--- config.mk ---
export PLATFORM = sky130hd
export DESIGN_NAME = div_sequencer
export DESIGN_NICKNAME = d
export VERILOG_FILES = /design/src/rtl/div_seq_pkg.sv /design/src/rtl/div_seq_timer.sv /design/src/rtl/div_sequencer.sv
export SDC_FILE = /design/constraint.sdc
export NUM_CORES = 1
export LEC_CHECK = 0
export CAP_MARGIN = 20
export CORE_MARGIN = 3
export CORE_UTILIZATION = 40
export CTS_BUF_LIST = sky130_fd_sc_hd__clkbuf_8
export CTS_CLUSTER_DIAMETER = 60
export DETAILED_ROUTE_END_ITERATION = 6
export PLACE_DENSITY_LB_ADDON = 0.12
export SYNTH_ARGS = -nofsm -noshare
export SYNTH_HDL_FRONTEND = slang
export SYNTH_HIERARCHICAL = 1
export SYNTH_SLANG_ARGS = --single-unit
--- constraint.sdc ---
create_clock -name clock -period 3.05 [get_ports clock]
set_input_delay 0.915 -clock clock [delete_from_list [all_inputs] [get_ports clock]]
set_output_delay 0.915 -clock clock [all_outputs]
set_load 0.02 [all_outputs]
--- src/rtl/div_seq_pkg.sv ---
// Shared types and defaults for the divider sequencer.
package div_seq_pkg;

  typedef enum logic [1:0] {
    IDLE  = 2'b00,
    ISSUE = 2'b01,
    WAIT  = 2'b10,
    DONE  = 2'b11
  } div_state_e;

  localparam int unsigned DEF_WIDTH       = 32;
  localparam int unsigned DEF_DIV_LATENCY = 32;

endpackage

--- src/rtl/div_seq_timer.sv ---
// Loadable down-counter that saturates at zero; zero flag is a pure decode of the count.
module div_seq_timer #(
  parameter int unsigned CW = 6
) (
  input  logic          clock,
  input  logic          reset,
  input  logic          load,
  input  logic          en,
  input  logic [CW-1:0] load_val,
  output logic          zero
);

  localparam logic [CW-1:0] ONE = CW'(1);

  logic [CW-1:0] cnt_q, cnt_d;

  always_comb begin
    cnt_d = cnt_q;
    if (load) begin
      cnt_d = load_val;
    end else if (en && (cnt_q != '0)) begin
      cnt_d = cnt_q - ONE;
    end
  end

  always_ff @(posedge clock) begin
    if (reset) begin
      cnt_q <= '0;
    end else begin
      cnt_q <= cnt_d;
    end
  end

  assign zero = (cnt_q == '0);

endmodule

--- src/rtl/div_sequencer.sv ---
// Request/response wrapper around a fixed-latency external divider.
// Optional macro DIV_ZERO_CHECK_EN: divide-by-zero requests bypass the divider and flag out_err.
module div_sequencer
  import div_seq_pkg::*;
#(
  parameter int unsigned WIDTH       = DEF_WIDTH,
  parameter int unsigned DIV_LATENCY = DEF_DIV_LATENCY
) (
  input  logic             clock,
  input  logic             reset,
  input  logic             in_valid,
  output logic             in_ready,
  input  logic [WIDTH-1:0] in_a,
  input  logic [WIDTH-1:0] in_b,
  output logic             out_valid,
  input  logic             out_ready,
  output logic [WIDTH-1:0] out_q,
  output logic [WIDTH-1:0] out_r,
  output logic             out_err,
  output logic             div_start,
  output logic [WIDTH-1:0] div_a,
  output logic [WIDTH-1:0] div_b,
  input  logic [WIDTH-1:0] div_q,
  input  logic [WIDTH-1:0] div_r
);

  localparam int unsigned   CW       = (DIV_LATENCY == 0) ? 1 : $clog2(DIV_LATENCY + 1);
  localparam logic [CW-1:0] LOAD_VAL = CW'(DIV_LATENCY);

  div_state_e       state_q, state_d;
  logic [WIDTH-1:0] div_a_q, div_a_d;
  logic [WIDTH-1:0] div_b_q, div_b_d;
  logic [WIDTH-1:0] quo_q, quo_d;
  logic [WIDTH-1:0] rem_q, rem_d;
  logic             tmr_load, tmr_en, tmr_zero;
`ifdef DIV_ZERO_CHECK_EN
  logic             err_q, err_d;
`endif

  div_seq_timer #(
    .CW (CW)
  ) u_timer (
    .clock    (clock),
    .reset    (reset),
    .load     (tmr_load),
    .en       (tmr_en),
    .load_val (LOAD_VAL),
    .zero     (tmr_zero)
  );

  always_comb begin
    state_d  = state_q;
    div_a_d  = div_a_q;
    div_b_d  = div_b_q;
    quo_d    = quo_q;
    rem_d    = rem_q;
    tmr_load = 1'b0;
    tmr_en   = 1'b0;
`ifdef DIV_ZERO_CHECK_EN
    err_d    = err_q;
`endif
    unique case (state_q)
      IDLE: begin
        if (in_valid) begin
          div_a_d = in_a;
          div_b_d = in_b;
          state_d = ISSUE;
`ifdef DIV_ZERO_CHECK_EN
          if (in_b == '0) begin
            quo_d   = '1;
            rem_d   = in_a;
            err_d   = 1'b1;
            state_d = DONE;
          end
`endif
        end
      end
      ISSUE: begin
        tmr_load = 1'b1;
        state_d  = WAIT;
      end
      WAIT: begin
        if (tmr_zero) begin
          quo_d   = div_q;
          rem_d   = div_r;
`ifdef DIV_ZERO_CHECK_EN
          err_d   = 1'b0;
`endif
          state_d = DONE;
        end else begin
          tmr_en = 1'b1;
        end
      end
      DONE: begin
        if (out_ready) begin
          state_d = IDLE;
        end
      end
      default: state_d = IDLE;
    endcase
  end

  always_ff @(posedge clock) begin
    if (reset) begin
      state_q <= IDLE;
      div_a_q <= '0;
      div_b_q <= '0;
      quo_q   <= '0;
      rem_q   <= '0;
`ifdef DIV_ZERO_CHECK_EN
      err_q   <= 1'b0;
`endif
    end else begin
      state_q <= state_d;
      div_a_q <= div_a_d;
      div_b_q <= div_b_d;
      quo_q   <= quo_d;
      rem_q   <= rem_d;
`ifdef DIV_ZERO_CHECK_EN
      err_q   <= err_d;
`endif
    end
  end

  assign in_ready  = (state_q == IDLE);
  assign div_start = (state_q == ISSUE);
  assign out_valid = (state_q == DONE);
  assign div_a     = div_a_q;
  assign div_b     = div_b_q;
  assign out_q     = quo_q;
  assign out_r     = rem_q;
`ifdef DIV_ZERO_CHECK_EN
  assign out_err   = err_q;
`else
  assign out_err   = 1'b0;
`endif

endmodule

==> results by group, run 1 <==
Setup path
  • Data arrival time of the critical path: 1800 ps
  • Crit. End Element: output pin
  • Worst path slowest cell: clkdlybuf4s50_1
  • Critical path type: flip-flop to output pin
  • Cell breakdown of the critical path: inv_1, ha_1, clkdlybuf4s50_1
  • Slowest stage delay, CP: 640 ps
  • Startpoint types: flip-flop
  • CP required: 2130 ps
  • Crit-path max FO: 4

Layout
  • Fraction of layout cells with a size suffix above 1: 5.096%
  • P&R area growth vs syn: 62.56%
  • Diodes inserted: 0
  • Final instance area: 8066 um^2
  • Final Util: 66.88%
  • Filler cells: 1043
  • Final Non-Filler Cells: 1051
  • # nets final: 1009

Pwr
  • Power Internal: 0.003699 W
  • PD cells: 693.0 nW/um^2
  • Combinational share of power: 35.0%
  • Sw frac: 33.83%
  • Sequential share of power: 39.5%
  • Clock Power Share: 25.5%
  • Total leakage power: 2.893 nW
  • IR drop worst, VDD: 372.9 uV
  • Sw Pwr: 0.001891 W

Placed design
  • HPWL after DPL: 10.84 mm
  • IO buf count: 262
  • Inst Count DP: 1019
  • Final GP Congestion: 0.7872
  • Placed cell area: 7682 um^2

Worst hold path
  • Hold Crit Class: flip-flop to flip-flop

GRT
  • Pin count of the biggest net entering global routing: 65
  • GRT met1 Usage: 24.41%
  • Vias in the first global route: 4818
  • Gr ovfl total: 0
  • Total Routing Usage GR: 21.82%
  • Initial antenna violation count: 0
  • Met2 Use GR: 35.69%
  • GR Util met3: 10.17%
  • First-pass GRT wire length: 24.34 mm
  • GRT busiest layer: met2

STA
  • # setup viols final: 0
  • Worst Skew: 7.093 ps
  • Fin Setup TNS: 0 ps
  • Final Hold Fails: 0
  • Worst Max-Slew Pin Slew: 656.2 ps
  • Relative slew margins: 56.25%
  • Final min period: 2717 ps
  • Count of pins over their slew limit: 0
  • Peak Freq: 368.1 MHz
  • RSZ-0062 raised after global routing: false
  • Final Cycle Share: 89.07%

Clock tree
  • Clock buffer depth: 2
  • Sink Count: 136
  • Root Driver: clkbuf_8
  • Post-CTS Resized: 0
  • Number of buffers created by CTS: 17
  • Setup bufs post-CTS: 0
  • Clk pin slew, worst setup/hold paths: 70 ps
  • Cts hold-fix bufs: 0
  • H-tree depth: 4
  • Worst-skew pair later-pin latency: 440 ps
  • CTS tree: yes

Floorplan
  • Die Width: 117.4 um
  • # IOs: 264
  • # rows: 40
  • Starting density of the core: 41.14%
  • Die ar.: 13780 um^2
  • Die Y: 117.4 um
  • Core area: 12060 um^2

Drt
  • First-pass DRT Iterations: 4
  • Post-DRT Antenna Nets: 0
  • WL/cell: 14.41 um
  • Via/cell ratio: 4.733
  • Via count: 4974
  • DR DRC count: 0
  • Final wirelength: 15.15 mm
  • Initial DRC Count: 332

Logic synthesis
  • Share of the synthesized area in the top cell type: 54.87%
  • Area contributors post-synth: dfxtp_1 (55%), nand2_1 (20%), a21oi_1 (13%)
  • Syn Std Cell Area: 4962 um^2
  • Synthesized area per cell: 8.004 um^2
  • Post-synthesis register bit count: 136
  • Synth cell types: 29
  • Cell accounting for the most synthesized area: dfxtp_1
  • Sequential share of the synthesized area: 54.87%
  • YS warnings: 6
  • Synthesized netlist cell count: 620

Run
  • Max-Cap Viols: 0

Status
  • Status: complete, no violations
## registers in the layout, summed over array words and instances, names as in the netlist
name,flops
div_a,32
div_b,32
out_q,32
out_r,32
u_timer/cnt_q,6
state_q,2
## power by group through the flow
stage	logic [W]	registers, W	clock network, W
after floorplan	0.000869	0.00250	0
after global placement	0.00191	0.00223	0
after detailed placement	0.00196	0.00224	0
after CTS	0.00198	0.00221	0.00147
after global routing	0.00214	0.00224	0.00155
final	0.00196	0.00221	0.00143
## metal layers
layer  vias up  share of wire (%)
li1       2487                  -
met1      2246                 40
met2       212                 47
met3        29                 10
met4         0                2.4
met5         -                  0
## synth_stat cells (all sizes together)
library cell	count
nor4b	1
nor3	6
or4b	2
xnor2	2
a311oi	1
nor2b	3
or4	1
o21ai	2
nor4	1
conb	2
mux2i	2
a211oi	4
nor2	5
dfxtp	136
ha	7
o21bai	1
nand2	261
o211a	1
buf	33
a21oi	130
and2	2
o2111ai	1
inv	7
clkbuf	9
## cells in the final DEF, fill, tap and decap left out, drive strengths merged
master           n
clkinvlp         1
buf              7
conb             7
bufinv           2
and2             2
a311oi           1
nor2             5
o21ai            2
nor4             1
nor4b            1
or4              1
dfxtp          136
a21oi          130
xnor2            2
or4b             2
nor3             6
o211a            1
o2111ai          1
clkdlybuf4s50  261
a211oi           4
inv             10
nor2b            3
clkbuf          20
mux2i            2
ha               7
clkinv           6
o21bai           1
nand2          261
## cells by family (layout without fill, tap and decap cells)
family                     Yosys count  after routing  share of synthesized area [%]
adders and majority gates            7              7                          1.765
other                                2              7                         0.1513
DFF                                136            136                          54.87
xor gates and xnor gates             2              2                         0.3531
AOI/OAI and AO/OA                  140            140                          14.80
muxes                                2              2                         0.4034
and+or+nand+nor                    282            282                          22.47
buffers and inverters               49            307                          5.194
## layout make-up
class                      instances  area [um^2]  share of cell area (%)
clock buffer                      20        275.3                   3.412
tap                              168        210.2                   2.606
inverter                           7        26.28                  0.3257
timing repair buffer             268         2715                   33.66
multi-input combinational        440         2008                   24.90
clock inverter                    12        108.9                   1.349
sequential                       136         2723                   33.75
## worst paths after layout
check	startpoint	endpoint	slack, ps	cells past startpoint
setup / recovery	state_q[0]$_SDFFE_PP0P_	in_ready	330	3
hold / removal	div_a[25]$_SDFFE_PP0P_	div_a[25]$_SDFFE_PP0P_	460	2
setup reg to reg	u_timer/cnt_q[0]$_SDFFE_PP0P_	u_timer/cnt_q[5]$_SDFFE_PP0P_	620	9
hold reg to reg	div_a[25]$_SDFFE_PP0P_	div_a[25]$_SDFFE_PP0P_	460	2
## through the flow
| step | total power (W) | setup slack (ps) | hold WS (ps) |
|---|---|---|---|
| after floorplan | 0.003367 | 935.9 | 467.7 |
| after global placement | 0.004141 | 696.5 | 440.4 |
| after detailed placement | 0.004207 | 581.5 | 447.4 |
| after CTS | 0.005655 | 298.9 | 457.0 |
| after global routing | 0.005920 | 228.3 | 471.8 |
| final | 0.005590 | 333.4 | 456.0 |
## worst max-delay path, delay by kind of cell, from the launching register on
kind,cells,cell delay [ps]
buf+inv,2,760
flops,1,350
fa+ha+maj,1,250
Note: power is estimated with default switching activity, not from simulation.
==> run 2: changes to the inputs <==
clock period = 3.1 ns   (was 3.05 ns; I/O delays follow)
==> results by group, run 2 (synthesized netlist as in run 1, its figures left out) <==
Status
  • Status: complete, no violations

Floorplan
  • Die Y: 117.4 um
  • Die ar.: 13780 um^2
  • Starting density of the core: 41.14%
  • # IOs: 264
  • Core area: 12060 um^2
  • # rows: 40
  • Die Width: 117.4 um

Drt
  • Initial DRC Count: 323
  • Via count: 4959
  • Final wirelength: 15.11 mm
  • DR DRC count: 0
  • First-pass DRT Iterations: 4
  • Post-DRT Antenna Nets: 0
  • Via/cell ratio: 4.736
  • WL/cell: 14.43 um

GRT
  • Gr ovfl total: 0
  • Total Routing Usage GR: 21.72%
  • Vias in the first global route: 4751
  • First-pass GRT wire length: 24.07 mm
  • Initial antenna violation count: 0
  • Pin count of the biggest net entering global routing: 65

Pwr
  • PD cells: 664.5 nW/um^2
  • Tot Pwr: 0.005325 W
  • Total leakage power: 2.863 nW
  • IR drop worst, VDD: 393.7 uV

Clock tree
  • Number of buffers created by CTS: 17
  • H-tree depth: 4
  • Post-CTS Resized: 0
  • Root Driver: clkbuf_8
  • Clk pin slew, worst setup/hold paths: 60 ps
  • Worst-skew pair later-pin latency: 430 ps
  • Clock buffer depth: 2
  • Sink Count: 136
  • Cts hold-fix bufs: 0
  • CTS tree: yes
  • Setup bufs post-CTS: 0

STA
  • Final Hold Fails: 0
  • RSZ-0062 raised after global routing: false
  • # setup viols final: 0
  • Final Cycle Share: 86.34%
  • Relative slew margins: 56.70%
  • Worst Max-Slew Pin Slew: 649.5 ps
  • Final min period: 2676 ps
  • Worst Skew: 10.79 ps
  • Final WS setup: 423.5 ps
  • Count of pins over their slew limit: 0
  • Fin Setup TNS: 0 ps
  • Peak Freq: 373.6 MHz

Worst hold path
  • Hold Crit Class: flip-flop to flip-flop
  • Hold Path Origin: div_b[23]$_SDFFE_PP0P_
  • Hold path cells: 2
  • Endpoint, Worst Hold: div_b[23]$_SDFFE_PP0P_

Placed design
  • Final GP Congestion: 0.7895
  • Placed cell area: 7682 um^2
  • HPWL after DPL: 10.95 mm
  • IO buf count: 262
  • Dpl ws: 686.6 ps

Setup path
  • Worst Path Buf+Inv: 2
  • R2r endpoint: u_timer/cnt_q[5]$_SDFFE_PP0P_
  • Critical path type: flip-flop to output pin
  • Cell breakdown of the critical path: inv_1, ha_1, clkdlybuf4s50_1
  • Startpoint types: flip-flop
  • Worst path slowest cell: clkdlybuf4s50_1
  • Top cell family by delay on the critical path: buffers and inverters
  • Data arrival time of the critical path: 1750 ps
  • Slowest stage delay, CP: 640 ps
  • Number of cells on the worst reg-to-reg path: 9
  • Worst r2r src: u_timer/cnt_q[0]$_SDFFE_PP0P_
  • Crit. End Element: output pin
  • CP required: 2170 ps
  • Crit-path max FO: 4
  • Reg2reg setup slack: 670 ps

Layout
  • Commonest cells after routing, fill and taps aside: clkdlybuf4s50_1 (261), nand2_1 (259), dfxtp_1 (136)
  • Fraction of layout cells with a size suffix above 1: 4.664%
  • Final Util: 66.44%
  • Filler cells: 1015
  • Diodes inserted: 0
  • P&R area growth vs syn: 61.50%
  • # nets final: 1009
  • Most common cell after layout, fill and taps aside: clkdlybuf4s50_1
  • Final instance area: 8014 um^2

Run
  • Max-Cap Viols: 0
[run 2: changes by cell type in the layout (fill, tap and decap cells not counted)]
cell	previous run	this run
clkbuf_8	20	22
bufinv_16	2	0
clkinv_2	6	2
[run 2: layer usage]
layer | vias to the layer above | GRT usage, % | part of all wire (%)
li1 | 2485 | - | -
met1 | 2230 | 23.31 | 38
met2 | 226 | 36.56 | 49
met4 | 0 | 8.358 | 1.6
met3 | 18 | 11.04 | 12
met5 | - | 0 | 0
[run 2: how the worst max path moves through the flow]
stage,start,end,depth (start not counted)
detailed placement,u_timer/cnt_q[0]$_SDFFE_PP0P_,u_timer/cnt_q[5]$_SDFFE_PP0P_,9
global route,state_q[1]$_SDFFE_PP0P_,div_start,3
floorplan,u_timer/cnt_q[0]$_SDFFE_PP0P_,u_timer/cnt_q[5]$_SDFFE_PP0P_,9
global placement,u_timer/cnt_q[0]$_SDFFE_PP0P_,u_timer/cnt_q[5]$_SDFFE_PP0P_,9
CTS,state_q[1]$_SDFFE_PP0P_,div_start,3
finish,state_q[1]$_SDFFE_PP0P_,div_start,3
[run 2: worst min-delay path: stages (launching register included)]
cell and delay, ps:
dfxtp_1 310, nand2_1 50, a21oi_1 50
[run 2: layout make-up]
cell class                      instances  area [um^2]  share of cell area, %
Clock buffer                           22        302.8                  3.778
Clock inverter                          6        28.78                 0.3591
Inverter                                7        26.28                 0.3279
Multi-Input combinational cell        440         2008                  25.06
Sequential cell                       136         2723                  33.97
Tap cell                              168        210.2                  2.623
Timing Repair Buffer                  268         2715                  33.88
[run 2: stage by stage]
| stage | hold slack [ps] | std cells |
|---|---|---|
| after floorplan | 467.7 | 625 |
| after global routing | 469.2 | 1047 |
| after detailed placement | 446.1 | 1019 |
| after global placement | 440.4 | 1019 |
| final | 453.9 | 1047 |
| after CTS | 455.7 | 1047 |
[run 2: report_power, final]
group          leakage (nW)  switching [W]  internal [W]
Clock                 0.182       0.000600      0.000630
Combinational          1.57        0.00105      0.000868
Sequential             1.11       0.000165       0.00201
Total                  2.86        0.00181       0.00351
